[src/rtl/jb_fft_pkg.sv]
// Shared types and helpers for the FFT bit-reversed result reader.
package jb_fft_pkg;

    localparam int unsigned LOG2_W = 4;

    typedef enum logic [1:0] {
        SZ_128     = 2'd0,
        SZ_256     = 2'd1,
        SZ_512     = 2'd2,
        SZ_ILLEGAL = 2'd3
    } fft_size_e;

    typedef enum logic [1:0] {
        ST_IDLE  = 2'd0,
        ST_RUN   = 2'd1,
        ST_DRAIN = 2'd2
    } rd_state_e;

    // log2 of the frame length for a size code; 0 for the illegal code
    function automatic logic [LOG2_W-1:0] size_to_log2n(input logic [1:0] sz);
        logic [LOG2_W-1:0] r;
        case (sz)
            SZ_128:  r = LOG2_W'(7);
            SZ_256:  r = LOG2_W'(8);
            SZ_512:  r = LOG2_W'(9);
            default: r = LOG2_W'(0);
        endcase
        return r;
    endfunction

endpackage

[src/rtl/jb_fft_skid_fifo.sv]
// Two-entry output FIFO; the reader guarantees it is never pushed when full
// and never popped when empty.
module jb_fft_skid_fifo #(
    parameter int unsigned WIDTH = 33
) (
    input  logic             clk,
    input  logic             resetn,
    input  logic             push,
    input  logic [WIDTH-1:0] push_data,
    input  logic             pop,
    output logic [WIDTH-1:0] head,
    output logic [1:0]       count
);

    logic [WIDTH-1:0] mem [2];
    logic             wr_ptr;
    logic             rd_ptr;

    // Storage, pointers and occupancy; simultaneous push and pop both apply
    always_ff @(posedge clk or negedge resetn) begin
        if (!resetn) begin
            mem[0] <= '0;
            mem[1] <= '0;
            wr_ptr <= 1'b0;
            rd_ptr <= 1'b0;
            count  <= 2'd0;
        end else begin
            if (push) begin
                mem[wr_ptr] <= push_data;
                wr_ptr      <= ~wr_ptr;
            end
            if (pop) begin
                rd_ptr <= ~rd_ptr;
            end
            count <= count + {1'b0, push} - {1'b0, pop};
        end
    end

    assign head = mem[rd_ptr];

endmodule

[src/rtl/jb_fft_bitrev_rd.sv]
// Reads an FFT result buffer in bit-reversed index order and streams the
// samples out through a two-entry FIFO with a valid/ready handshake.
module jb_fft_bitrev_rd
    import jb_fft_pkg::*;
#(
    parameter int unsigned DATA_WIDTH = 32,
    parameter int unsigned ADDR_WIDTH = 9
) (
    input  logic                  clk,
    input  logic                  resetn,
    input  logic                  clk_en,
    input  logic                  start,
    input  logic [1:0]            fft_size,
    output logic                  rd_en,
    output logic [ADDR_WIDTH-1:0] rd_addr,
    input  logic [DATA_WIDTH-1:0] rd_data,
    output logic                  m_valid,
    input  logic                  m_ready,
    output logic [DATA_WIDTH-1:0] m_data,
    output logic                  m_last,
    output logic                  busy,
    output logic                  done,
    output logic                  err
);

    localparam int unsigned ENTRY_W = DATA_WIDTH + 1;
    localparam logic [ADDR_WIDTH-1:0] ADDR_MASK = '1;

    rd_state_e             state, state_nxt;
    logic [ADDR_WIDTH-1:0] n, n_nxt;
    logic [LOG2_W-1:0]     log2n, log2n_nxt;
    logic                  busy_nxt, done_nxt, err_nxt;
    logic                  inflight, inflight_last;

    logic [LOG2_W-1:0]     shamt;
    logic [ADDR_WIDTH-1:0] n_max;
    logic [ADDR_WIDTH-1:0] n_rev;
    logic                  n_is_last;

    logic                  pop;
    logic [1:0]            fifo_count;
    logic [1:0]            occ_eff;
    logic [ENTRY_W-1:0]    fifo_head;

    // Frame length mask and bit reversal of n over log2(N) bits
    always_comb begin
        shamt = LOG2_W'(ADDR_WIDTH) - log2n;
        n_max = ADDR_MASK >> shamt;
        n_rev = '0;
        for (int i = 0; i < int'(ADDR_WIDTH); i++) begin
            n_rev[i] = n[int'(ADDR_WIDTH) - 1 - i];
        end
        rd_addr   = n_rev >> shamt;
        n_is_last = (n == n_max);
    end

    // Read gating: the entry popped this cycle frees its slot now, which is
    // what lets a steady m_ready sustain one sample per clock
    always_comb begin
        pop     = m_valid & m_ready;
        occ_eff = fifo_count - {1'b0, pop};
        rd_en   = (state == ST_RUN) && clk_en && ((occ_eff + {1'b0, inflight}) < 2'd2);
    end

    // Next-state and registered-output decode
    always_comb begin
        state_nxt = state;
        n_nxt     = n;
        log2n_nxt = log2n;
        done_nxt  = 1'b0;
        err_nxt   = 1'b0;
        case (state)
            ST_IDLE: begin
                if (start) begin
                    if (fft_size == SZ_ILLEGAL) begin
                        err_nxt = 1'b1;
                    end else begin
                        state_nxt = ST_RUN;
                        n_nxt     = '0;
                        log2n_nxt = size_to_log2n(fft_size);
                    end
                end
            end
            ST_RUN: begin
                if (rd_en) begin
                    if (n_is_last) begin
                        state_nxt = ST_DRAIN;
                        n_nxt     = '0;
                    end else begin
                        n_nxt = n + ADDR_WIDTH'(1);
                    end
                end
            end
            ST_DRAIN: begin
                if (pop && fifo_head[DATA_WIDTH]) begin
                    state_nxt = ST_IDLE;
                    done_nxt  = 1'b1;
                end
            end
            default: state_nxt = ST_IDLE;
        endcase
        busy_nxt = (state_nxt != ST_IDLE);
    end

    // State, counter and status registers
    always_ff @(posedge clk or negedge resetn) begin
        if (!resetn) begin
            state         <= ST_IDLE;
            n             <= '0;
            log2n         <= '0;
            busy          <= 1'b0;
            done          <= 1'b0;
            err           <= 1'b0;
            inflight      <= 1'b0;
            inflight_last <= 1'b0;
        end else begin
            state         <= state_nxt;
            n             <= n_nxt;
            log2n         <= log2n_nxt;
            busy          <= busy_nxt;
            done          <= done_nxt;
            err           <= err_nxt;
            inflight      <= rd_en;
            inflight_last <= rd_en & n_is_last;
        end
    end

    jb_fft_skid_fifo #(
        .WIDTH (ENTRY_W)
    ) u_fifo (
        .clk       (clk),
        .resetn    (resetn),
        .push      (inflight),
        .push_data ({inflight_last, rd_data}),
        .pop       (pop),
        .head      (fifo_head),
        .count     (fifo_count)
    );

    assign m_valid = (fifo_count != 2'd0);
    assign m_data  = fifo_head[DATA_WIDTH-1:0];
    assign m_last  = m_valid & fifo_head[DATA_WIDTH];

endmodule

[config.mk]
export PLATFORM = sky130hd
export DESIGN_NAME = jb_fft_bitrev_rd
export DESIGN_NICKNAME = d
export VERILOG_FILES = /design/src/rtl/jb_fft_pkg.sv /design/src/rtl/jb_fft_skid_fifo.sv /design/src/rtl/jb_fft_bitrev_rd.sv
export SDC_FILE = /design/constraint.sdc
export NUM_CORES = 1
export LEC_CHECK = 0
export CORE_MARGIN = 5
export CORE_UTILIZATION = 45
export DETAILED_ROUTE_END_ITERATION = 6
export GPL_TIMING_DRIVEN = 0
export PLACE_DENSITY = 0.78
export SLEW_MARGIN = 30
export SYNTH_ARGS = -nofsm -noshare
export SYNTH_HDL_FRONTEND = slang
export SYNTH_SLANG_ARGS = --single-unit
[constraint.sdc]
create_clock -name clk -period 3.5 [get_ports clk]
set_input_delay 1.05 -clock clk [delete_from_list [all_inputs] [get_ports clk]]
set_output_delay 1.05 -clock clk [all_outputs]
set_load 0.02 [all_outputs]
==> results.ini, run 1 <==
[outcome]
status = completed

[synth]
ys_seq_area_share_pct = 50.8
ys_ff_latch = 89
syn_nets = 388
synth.top_cell.area_share_pct = 50.8
synth_edf_count = 0
syn_area_per_cell_um2 = 12.9
synth.distinct_cells = 53
synthFlopType = dfrtp_1
synth_area_leaders = dfrtp_1, mux2_2, ha_1, nand2_1, mux2i_1
synthTopCellsByCount = mux2_2, dfrtp_1, nand2_1, inv_1, nor2_1
yosys_warnings = 0
synthArstFlopShare_pct = 100
netlist_instances = 341
synth_most_common_cell = mux2_2
synth_top_area_cell = dfrtp_1
syn_area_um2 = 4380

[cts]
cts_root_buf = clkbuf_8
path_clk_slew_ns = 0.07
cts_hold_buf = 0
clk_path_buf_depth = 2
tritoncts = built
cts_buffers = 9
clock_latency_ns = 0.36
htree_levels = 3
cts_sinks = 89

[setup_path]
cp-end-kind = output port
crit_required_ns = 2.45
crit_chain = clkdlybuf4s15_1 > nand2_2 > inv_2 > ha_4 > inv_1 > ha_2 > xnor3_1 > and3_4 > buf_6
cp_slowest_cell = ha_4
path_class = input pin to output port
rr_worst_depth = 9
r2r_start = log2n[2]$_DFFE_PN0P_
r2r_slack_ns = 0.89
arrival_ns = 2.37
cp_slowest_stage_delay_ns = 0.24
r2r-end = n[7]$_DFFE_PN0P_
cp-start-kind = input pin
critPathMaxFanout = 2

[die]
die_h_um = 109
fp-row-count = 36
fp.dieW_um = 109
fp.dieArea_um2 = 11800
core_area_um2 = 9640
start_util_pct = 45.5
io_pins = 86

[global_routing]
grt_first_pass_wirelength_um = 15000
grt_max_degree = 64
overflow = 0
grt_pass1_vias = 3096
antenna_found_initial = 0
grtUsageTotal_pct = 16.0

[layout]
utilization_pct = 59.0
drive_gt1_share_pct = 34.2
area.sequential_um2 = 2230
stdcell_area_um2 = 5690
num_antenna_cells = 0
syn_to_final_growth_pct = 29.7
n_fill_cell = 808
final_nets = 487
multiInputGateArea_um2 = 2030

[timing]
finalMaxSlewViolations = 0
fmax_ghz = 0.293
layout_min_cycle_time_ns = 3.42
fin_ws_ns = 0.0823
setup_viol = 0
period_share_pct = 97.6
worst_clock_skew_ns = 0.0156
max_slew.worst_pin.slew_ns = 0.866
finalHoldViolCount = 0
whs_ns = 0.499
rsz0062_at_grt = no
slew_headroom_pct = 42.1

[place]
hpwl_um = 6420
gp_congestion = 0.856
place_area_um2 = 5430
dpl_worst_slack_ns = -1.06
place.port_buffers = 85

[pwr]
peakVddDrop_v = 0.000341
power_density_nw_per_um2 = 899
power_leakage_uw = 0.00246

[worst_hold_path]
whs_path_depth = 1
worstHoldEndpoint = u_fifo.wr_ptr$_DFFE_PN0P_
min_path_type = register to register
min_from = u_fifo.wr_ptr$_DFFE_PN0P_

[drt]
wirelength_um = 8950
ant_nets = 0
vias_per_cell = 5.12
drcViolationCount = 0
drt-pass1-iter-count = 4
wl_per_cell_um = 15.5
drtIter0Drc = 124
vias = 2960

[job]
cap_violations = 0

[layout make-up]
class,count,area share [%]
inverters,12,0.792
well taps,133,2.93
flip-flops and latches,89,39.2
plain buffers,22,1.89
clock buffers,13,2.97
repair buffers,89,16.2
multi-input cells,217,35.7
clock inverters,3,0.418
[worst max-delay path by stage]
stage / from / depth (start not counted) / slack (ns) / endpoint
2_1_floorplan: m_ready / 8 / 0.14 / rd_en
3_3_place_gp: resetn / 1 / -1.68 / log2n[3]$_DFFE_PN0P_
3_5_place_dp: m_ready / 10 / -1.06 / rd_en
4_1_cts: log2n[2]$_DFFE_PN0P_ / 6 / 0.001 / rd_addr[5]
5_1_grt: m_ready / 9 / 0.008 / rd_en
6_report: m_ready / 9 / 0.08 / rd_en
[logic make-up after synthesis]
kind of cell    after synthesis  share of synthesized area [%]
flops                        89                           50.8
simple gates                 68                           9.22
mux                         108                           28.3
compound gates               28                           4.68
buf+inv                      35                           3.45
fa+ha+maj                     8                           2.28
xor+xnor                      5                           1.31
[registers in the layout (all words and copies together) (netlist names)]
register       cells
u_fifo.rd_ptr      1
inflight           1
u_fifo.wr_ptr      1
u_fifo.count       2
inflight_last      1
done               1
state              2
n                  9
log2n              3
err                1
busy               1
u_fifo.mem        66
[metrics by stage]
stage               setup TNS [ns]  total power, uW  cells
global route                     0             5450    578
detailed placement           -1.72             4430    560
CTS                              0             5160    578
floorplan                        0             3430    341
finish                           0             5110    578
global placement           -150.07             4350    559
[worst max-delay path, delay by kind of cell]
family                   cells  cell delay [ns]
XOR/XNOR                     1             0.24
adder cells (fa/ha/maj)      2             0.40
buffers and inverters        4             0.38
AND/OR/NAND/NOR              2             0.30
[where the power goes]
group          switching, uW  internal, uW  leakage [uW]  total [uW]
Sequential               220          1480       0.00104        1700
Combinational           1260          1500       0.00133        2760
Clock                    339           318     0.0000919         657
[cell usage in the layout, fill, tap and decap left out, types with 6 or more instances in the layout]
master,Yosys,final
nor2_1,11,11
ha_1,8,6
inv_1,12,11
buf_2,7,10
clkbuf_1,8,7
mux2_2,100,100
clkdlybuf4s50_1,0,74
mux2i_1,6,6
dfrtp_1,89,89
clkbuf_8,0,12
nand2_1,17,16
dlymetal6s2s_1,0,7
[metal layers]
metal | up-vias | global-route usage (%) | routed length [um]
met4 | 0 | 6.49 | 140
met3 | 12 | 2.96 | 443
met2 | 72 | 25.8 | 4290
met5 | - | 0 | 0
met1 | 1466 | 21.4 | 4080
li1 | 1410 | - | -
[timing repair]
action                     CTS  global route
gates resized for setup     16            10
pin swaps                    3             2
setup endpoints to repair   33             8
setup buffers                3             0
Note: power is estimated with default switching activity, not from simulation.
==> inputs of run 2 (changes only) <==
- MAX_ROUTING_LAYER: default -> met4
==> run 2 against run 1 <==
Cell area did not move. Clock-buffer cell count stayed put. Die area stayed put. Cell count is the same. Sequential power about the same. Maximum frequency hardly changed. Sequential cell count stayed put. Core utilization did not move. Clock power about the same. Critical endpoint unchanged.
==> results.ini, run 2 (synthesis results as in run 1) <==
[global_routing]
antenna_found_initial = 0
grt_max_degree = 64
grtUsageTotal_pct = 16.5
overflow = 0
grt_pass1_vias = 3094
grt_first_pass_wirelength_um = 15000

[layout]
regMostFlops = u_fifo.mem
final_nets = 487
num_antenna_cells = 0
most-common-layout-cells = mux2_2, dfrtp_1, clkdlybuf4s50_1, nand2_1, clkbuf_8
largest_reg_flops = 66
syn_to_final_growth_pct = 29.7
drive_gt1_share_pct = 34.2
top_regs = u_fifo.mem (66), n (9), log2n (3)
final_common_cell = mux2_2
stdcell_area_um2 = 5690
final_cells = 578

[timing]
fin_ws_ns = 0.0822
fmax_ghz = 0.293
whs_ns = 0.499
setup_viol = 0
finalMaxSlewViolations = 0
slew_headroom_pct = 42.1
max_slew.worst_pin.slew_ns = 0.866
layout_min_cycle_time_ns = 3.42
finalHoldViolCount = 0
rsz0062_at_grt = no
period_share_pct = 97.7
worst_clock_skew_ns = 0.0152

[pwr]
power_leakage_uw = 0.00246
peakVddDrop_v = 0.000341
power_density_nw_per_um2 = 899

[cts]
cts_sinks = 89
cts_buffers = 9
clock_latency_ns = 0.35
htree_levels = 3
tritoncts = built
cts_root_buf = clkbuf_8
path_clk_slew_ns = 0.07
clk_path_buf_depth = 2

[die]
start_util_pct = 45.5
fp-row-count = 36
core_area_um2 = 9640
io_pins = 86
die_h_um = 109
fp.dieArea_um2 = 11800
fp.dieW_um = 109

[worst_hold_path]
min_path_type = register to register

[setup_path]
cp-end-kind = output port
crit_required_ns = 2.45
critPathMaxFanout = 2
cp-start-kind = input pin
path_class = input pin to output port
arrival_ns = 2.37

[place]
dpl_worst_slack_ns = -1.06
gp_congestion = 0.869
place_area_um2 = 5430
hpwl_um = 6420
placed_cells = 560
place.port_buffers = 85

[drt]
wl_per_cell_um = 15.5
ant_nets = 0
drt-pass1-iter-count = 4
drcViolationCount = 0
wirelength_um = 8940
vias_per_cell = 5.11
drtIter0Drc = 128
vias = 2955

[job]
cap_violations = 0

[outcome]
status = completed

[run 2: cell counts in the layout (fill, tap and decap cells not counted)]
Identical to the previous run, type by type.
[run 2: worst paths after layout]
check | startpoint | end | slack, ns | cells after the start
worst max-delay path | m_ready | rd_en | 0.08 | 9
worst min-delay path | u_fifo.wr_ptr$_DFFE_PN0P_ | u_fifo.wr_ptr$_DFFE_PN0P_ | 0.50 | 1
worst max register to register | log2n[2]$_DFFE_PN0P_ | n[7]$_DFFE_PN0P_ | 0.89 | 9
worst min register to register | u_fifo.wr_ptr$_DFFE_PN0P_ | u_fifo.wr_ptr$_DFFE_PN0P_ | 0.50 | 1
max in group asynchronous | resetn | n[2]$_DFFE_PN0P_ | 2.36 | 2
min in group asynchronous | resetn | u_fifo.mem[8]$_DFFE_PN0P_ | 0.55 | 1
[run 2: final cells by class]
class,instances,area (um^2)
Multi-Input combinational cell,217,2030
Clock inverter,3,23.8
Clock buffer,13,169
Timing Repair Buffer,89,920
Tap cell,133,166
Sequential cell,89,2230
Buffer,22,108
Inverter,12,45.0
Fill cell,808,3950
[run 2: per-layer routing]
| metal | routed length [um] | GRT usage [%] | vias up |
|---|---|---|---|
| met5 | 0 | - | - |
| met4 | 95 | 6.49 | 0 |
| met3 | 420 | 2.78 | 10 |
| met2 | 4320 | 26.1 | 72 |
| met1 | 4110 | 21.3 | 1464 |
| li1 | - | - | 1409 |
[run 2: worst max-delay path: stages]
cell and delay [ns]:
clkdlybuf4s15_1 0.18, nand2_2 0.08, inv_2 0.05, ha_4 0.24, inv_1 0.03, ha_2 0.16, xnor3_1 0.24, and3_4 0.22
buf_6 0.12
[run 2: report_power, final]
group	total [uW]	internal [uW]	leakage, uW	switching (uW)
Combinational	2760	1500	0.00133	1260
Clock	656	318	0.0000919	338
Sequential	1700	1480	0.00104	220
[run 2: repair_timing]
item | 4_1_cts | 5_1_grt
hold buffers | 0 | 0
pin swaps | 3 | 2
hold endpoints to repair | 0 | 0
endpoints found under the setup margin | 33 | 8
setup buffers | 3 | 0
gates resized for setup | 16 | 10
[run 2: per-stage QoR]
stage                     setup TNS (ns)  total power (uW)  util [%]
after global routing                   0              5450      59.0
after detailed placement           -1.72              4430      56.3
after global placement           -150.07              4350      56.0
after CTS                              0              5160      58.7
after floorplan                        0              3430         -
final                                  0              5110      59.0
==> inputs of run 3 (changes only) <==
- CTS_CLUSTER_SIZE: default -> 25
- GPL_ROUTABILITY_DRIVEN: default -> 0
- clock period: 3.5 -> 3.8 ns (I/O delays scaled with it)
==> run 3 against run 2 <==
Total power decreased by 8.0%. Combinational power is 8.3% lower. Critical path depth is the same. Clock skew shrank 0.00087 ns. Sequential power decreased by 8%. Cell count is the same. Sequential share of layout area increased by 0.22 points. Register-to-register slack gained 0.31 ns. Clock power down 8.1%. Sequential cell count unchanged.
==> results.ini, run 3 (synthesis results as in run 1) <==
[timing]
slew_headroom_pct = 41.9
finalMaxSlewViolations = 0
period_share_pct = 97.3
finalHoldViolCount = 0
fmax_ghz = 0.270
layout_min_cycle_time_ns = 3.70
rsz0062_at_grt = no
max_slew.worst_pin.slew_ns = 0.869
tns_ns = 0
setup_viol = 0
worst_clock_skew_ns = 0.0143

[global_routing]
antenna_found_initial = 0
overflow = 0
grt_pass1_vias = 3095
grtUsageTotal_pct = 16.5
grt_max_degree = 64
grt_first_pass_wirelength_um = 15000

[drt]
wirelength_um = 8970
route.met3.wl_um = 379
wl_per_cell_um = 15.5
ant_nets = 0
vias = 2943
drcViolationCount = 0
highest_layer = met4
met2_wirelength_um = 4310
drt-pass1-iter-count = 4
met1Wirelength_um = 4190
vias_per_cell = 5.09
drtIter0Drc = 122

[cts]
htree_levels = 3
cts_sinks = 89
clk_path_buf_depth = 2
path_clk_slew_ns = 0.07
cts_root_buf = clkbuf_8
cts_hold_buf = 0
cts_buffers = 9
clock_latency_ns = 0.35
tritoncts = built

[die]
start_util_pct = 45.5
die_h_um = 109
fp.dieArea_um2 = 11800
fp-row-count = 36
io_pins = 86
core_area_um2 = 9640
fp.dieW_um = 109

[place]
placed_cells = 560
place.port_buffers = 85
hpwl_um = 6420

[outcome]
status = completed

[layout]
most-common-layout-cells = mux2_2, dfrtp_1, clkdlybuf4s50_1, nand2_1
final_common_cell = mux2_2
syn_to_final_growth_pct = 29.0
largest_reg_flops = 66
top_regs = u_fifo.mem (66), n (9), log2n (3)
final_cells = 578
regMostFlops = u_fifo.mem
num_antenna_cells = 0
n_fill_cell = 818
final_nets = 487
drive_gt1_share_pct = 33.0

[worst_hold_path]
min_path_type = register to register

[setup_path]
path_delay_family = buffers and inverters
cp-end-kind = output port
critPathMaxFanout = 2
critPathMostFrequentCell = inv_1
crit_chain = dlygate4sd2_1 > nand2_2 > inv_1 > ha_1 > inv_1 > ha_2 > xnor3_1 > and3_4 > buf_6
arrival_ns = 2.56
cp-start-kind = input pin
cp_slowest_cell = ha_1
path_buf_inv = 4
cp_slowest_stage_delay_ns = 0.27
path_class = input pin to output port
crit_required_ns = 2.66

[job]
cap_violations = 0

[pwr]
power_leakage_uw = 0.00238
peakVddDrop_v = 0.000314
power_density_nw_per_um2 = 831

run 3: cell types whose count changed in the layout (fill, tap and decap cells not counted), sizes merged:
cell	change
clkdlybuf4s50	+7
dlymetal6s2s	-6
buf	-1
clkbuf	+1
clkdlybuf4s15	-1
run 3: worst reg2reg max path: cells and delay by family (launching register included):
kind	cells	cell delay [ns]
compound gates	2	0.19
buf+inv	5	0.59
fa+ha+maj	2	0.44
simple gates	5	0.63
xor+xnor	1	0.25
flops	1	0.40
run 3: cell type report:
type                    count  area, um^2  share of cell area [%]
flip-flops and latches     89        2230                    39.4
inverters                  12        45.0                   0.796
multi-input cells         217        2020                    35.6
clock inverters             3        23.8                   0.420
plain buffers              22         104                    1.84
well taps                 133         166                    2.94
clock buffers              13         169                    2.99
repair buffers             89         905                    16.0
run 3: worst paths after layout:
path                                      startpoint                        end  slack (ns)  cells past startpoint
max                                          m_ready                      rd_en        0.10                      9
min                        u_fifo.wr_ptr$_DFFE_PN0P_  u_fifo.wr_ptr$_DFFE_PN0P_        0.50                      1
max reg2reg                u_fifo.count[1]$_DFF_PN0_           n[4]$_DFFE_PN0P_        1.20                     15
min reg2reg                u_fifo.wr_ptr$_DFFE_PN0P_  u_fifo.wr_ptr$_DFFE_PN0P_        0.50                      1
max in group asynchronous                     resetn  u_fifo.count[0]$_DFF_PN0_        2.57                      2
min in group asynchronous                     resetn  u_fifo.mem[8]$_DFFE_PN0P_        0.64                      1
run 3: what timing repair did:
action / 4_1_cts / 5_1_grt
hold endpoints to repair: 0 / 0
pin swaps: 2 / 0
setup buffers: 3 / 0
resized for setup: 11 / 2
endpoints found under the setup margin: 1 / 2
run 3: report_power, final:
group | switching, uW | internal [uW] | total (uW) | leakage [uW]
Sequential | 203 | 1360 | 1560 | 0.00104
Combinational | 1160 | 1380 | 2530 | 0.00125
Clock | 311 | 293 | 603 | 0.0000919
run 3: stage by stage:
step | total power (uW) | cell area [um^2] | setup slack (ns) | utilization, % | hold slack, ns
floorplan | 3160 | 4380 | 0.256 | - | 0.463
global placement | 4010 | 5400 | -1.47 | 56.0 | 0.477
detailed placement | 4080 | 5430 | -0.936 | 56.3 | 0.489
CTS | 4750 | 5650 | 0.0572 | 58.6 | 0.507
global route | 5010 | 5660 | 0.00220 | 58.7 | 0.520
finish | 4700 | 5660 | 0.103 | 58.7 | 0.499
run 3: layer usage:
metal / global-route usage, % / up-vias
met4: 6.49 / 0
met2: 26.2 / 73
met3: 2.78 / 10
li1: - / 1407
met1: 21.3 / 1453
met5: - / -
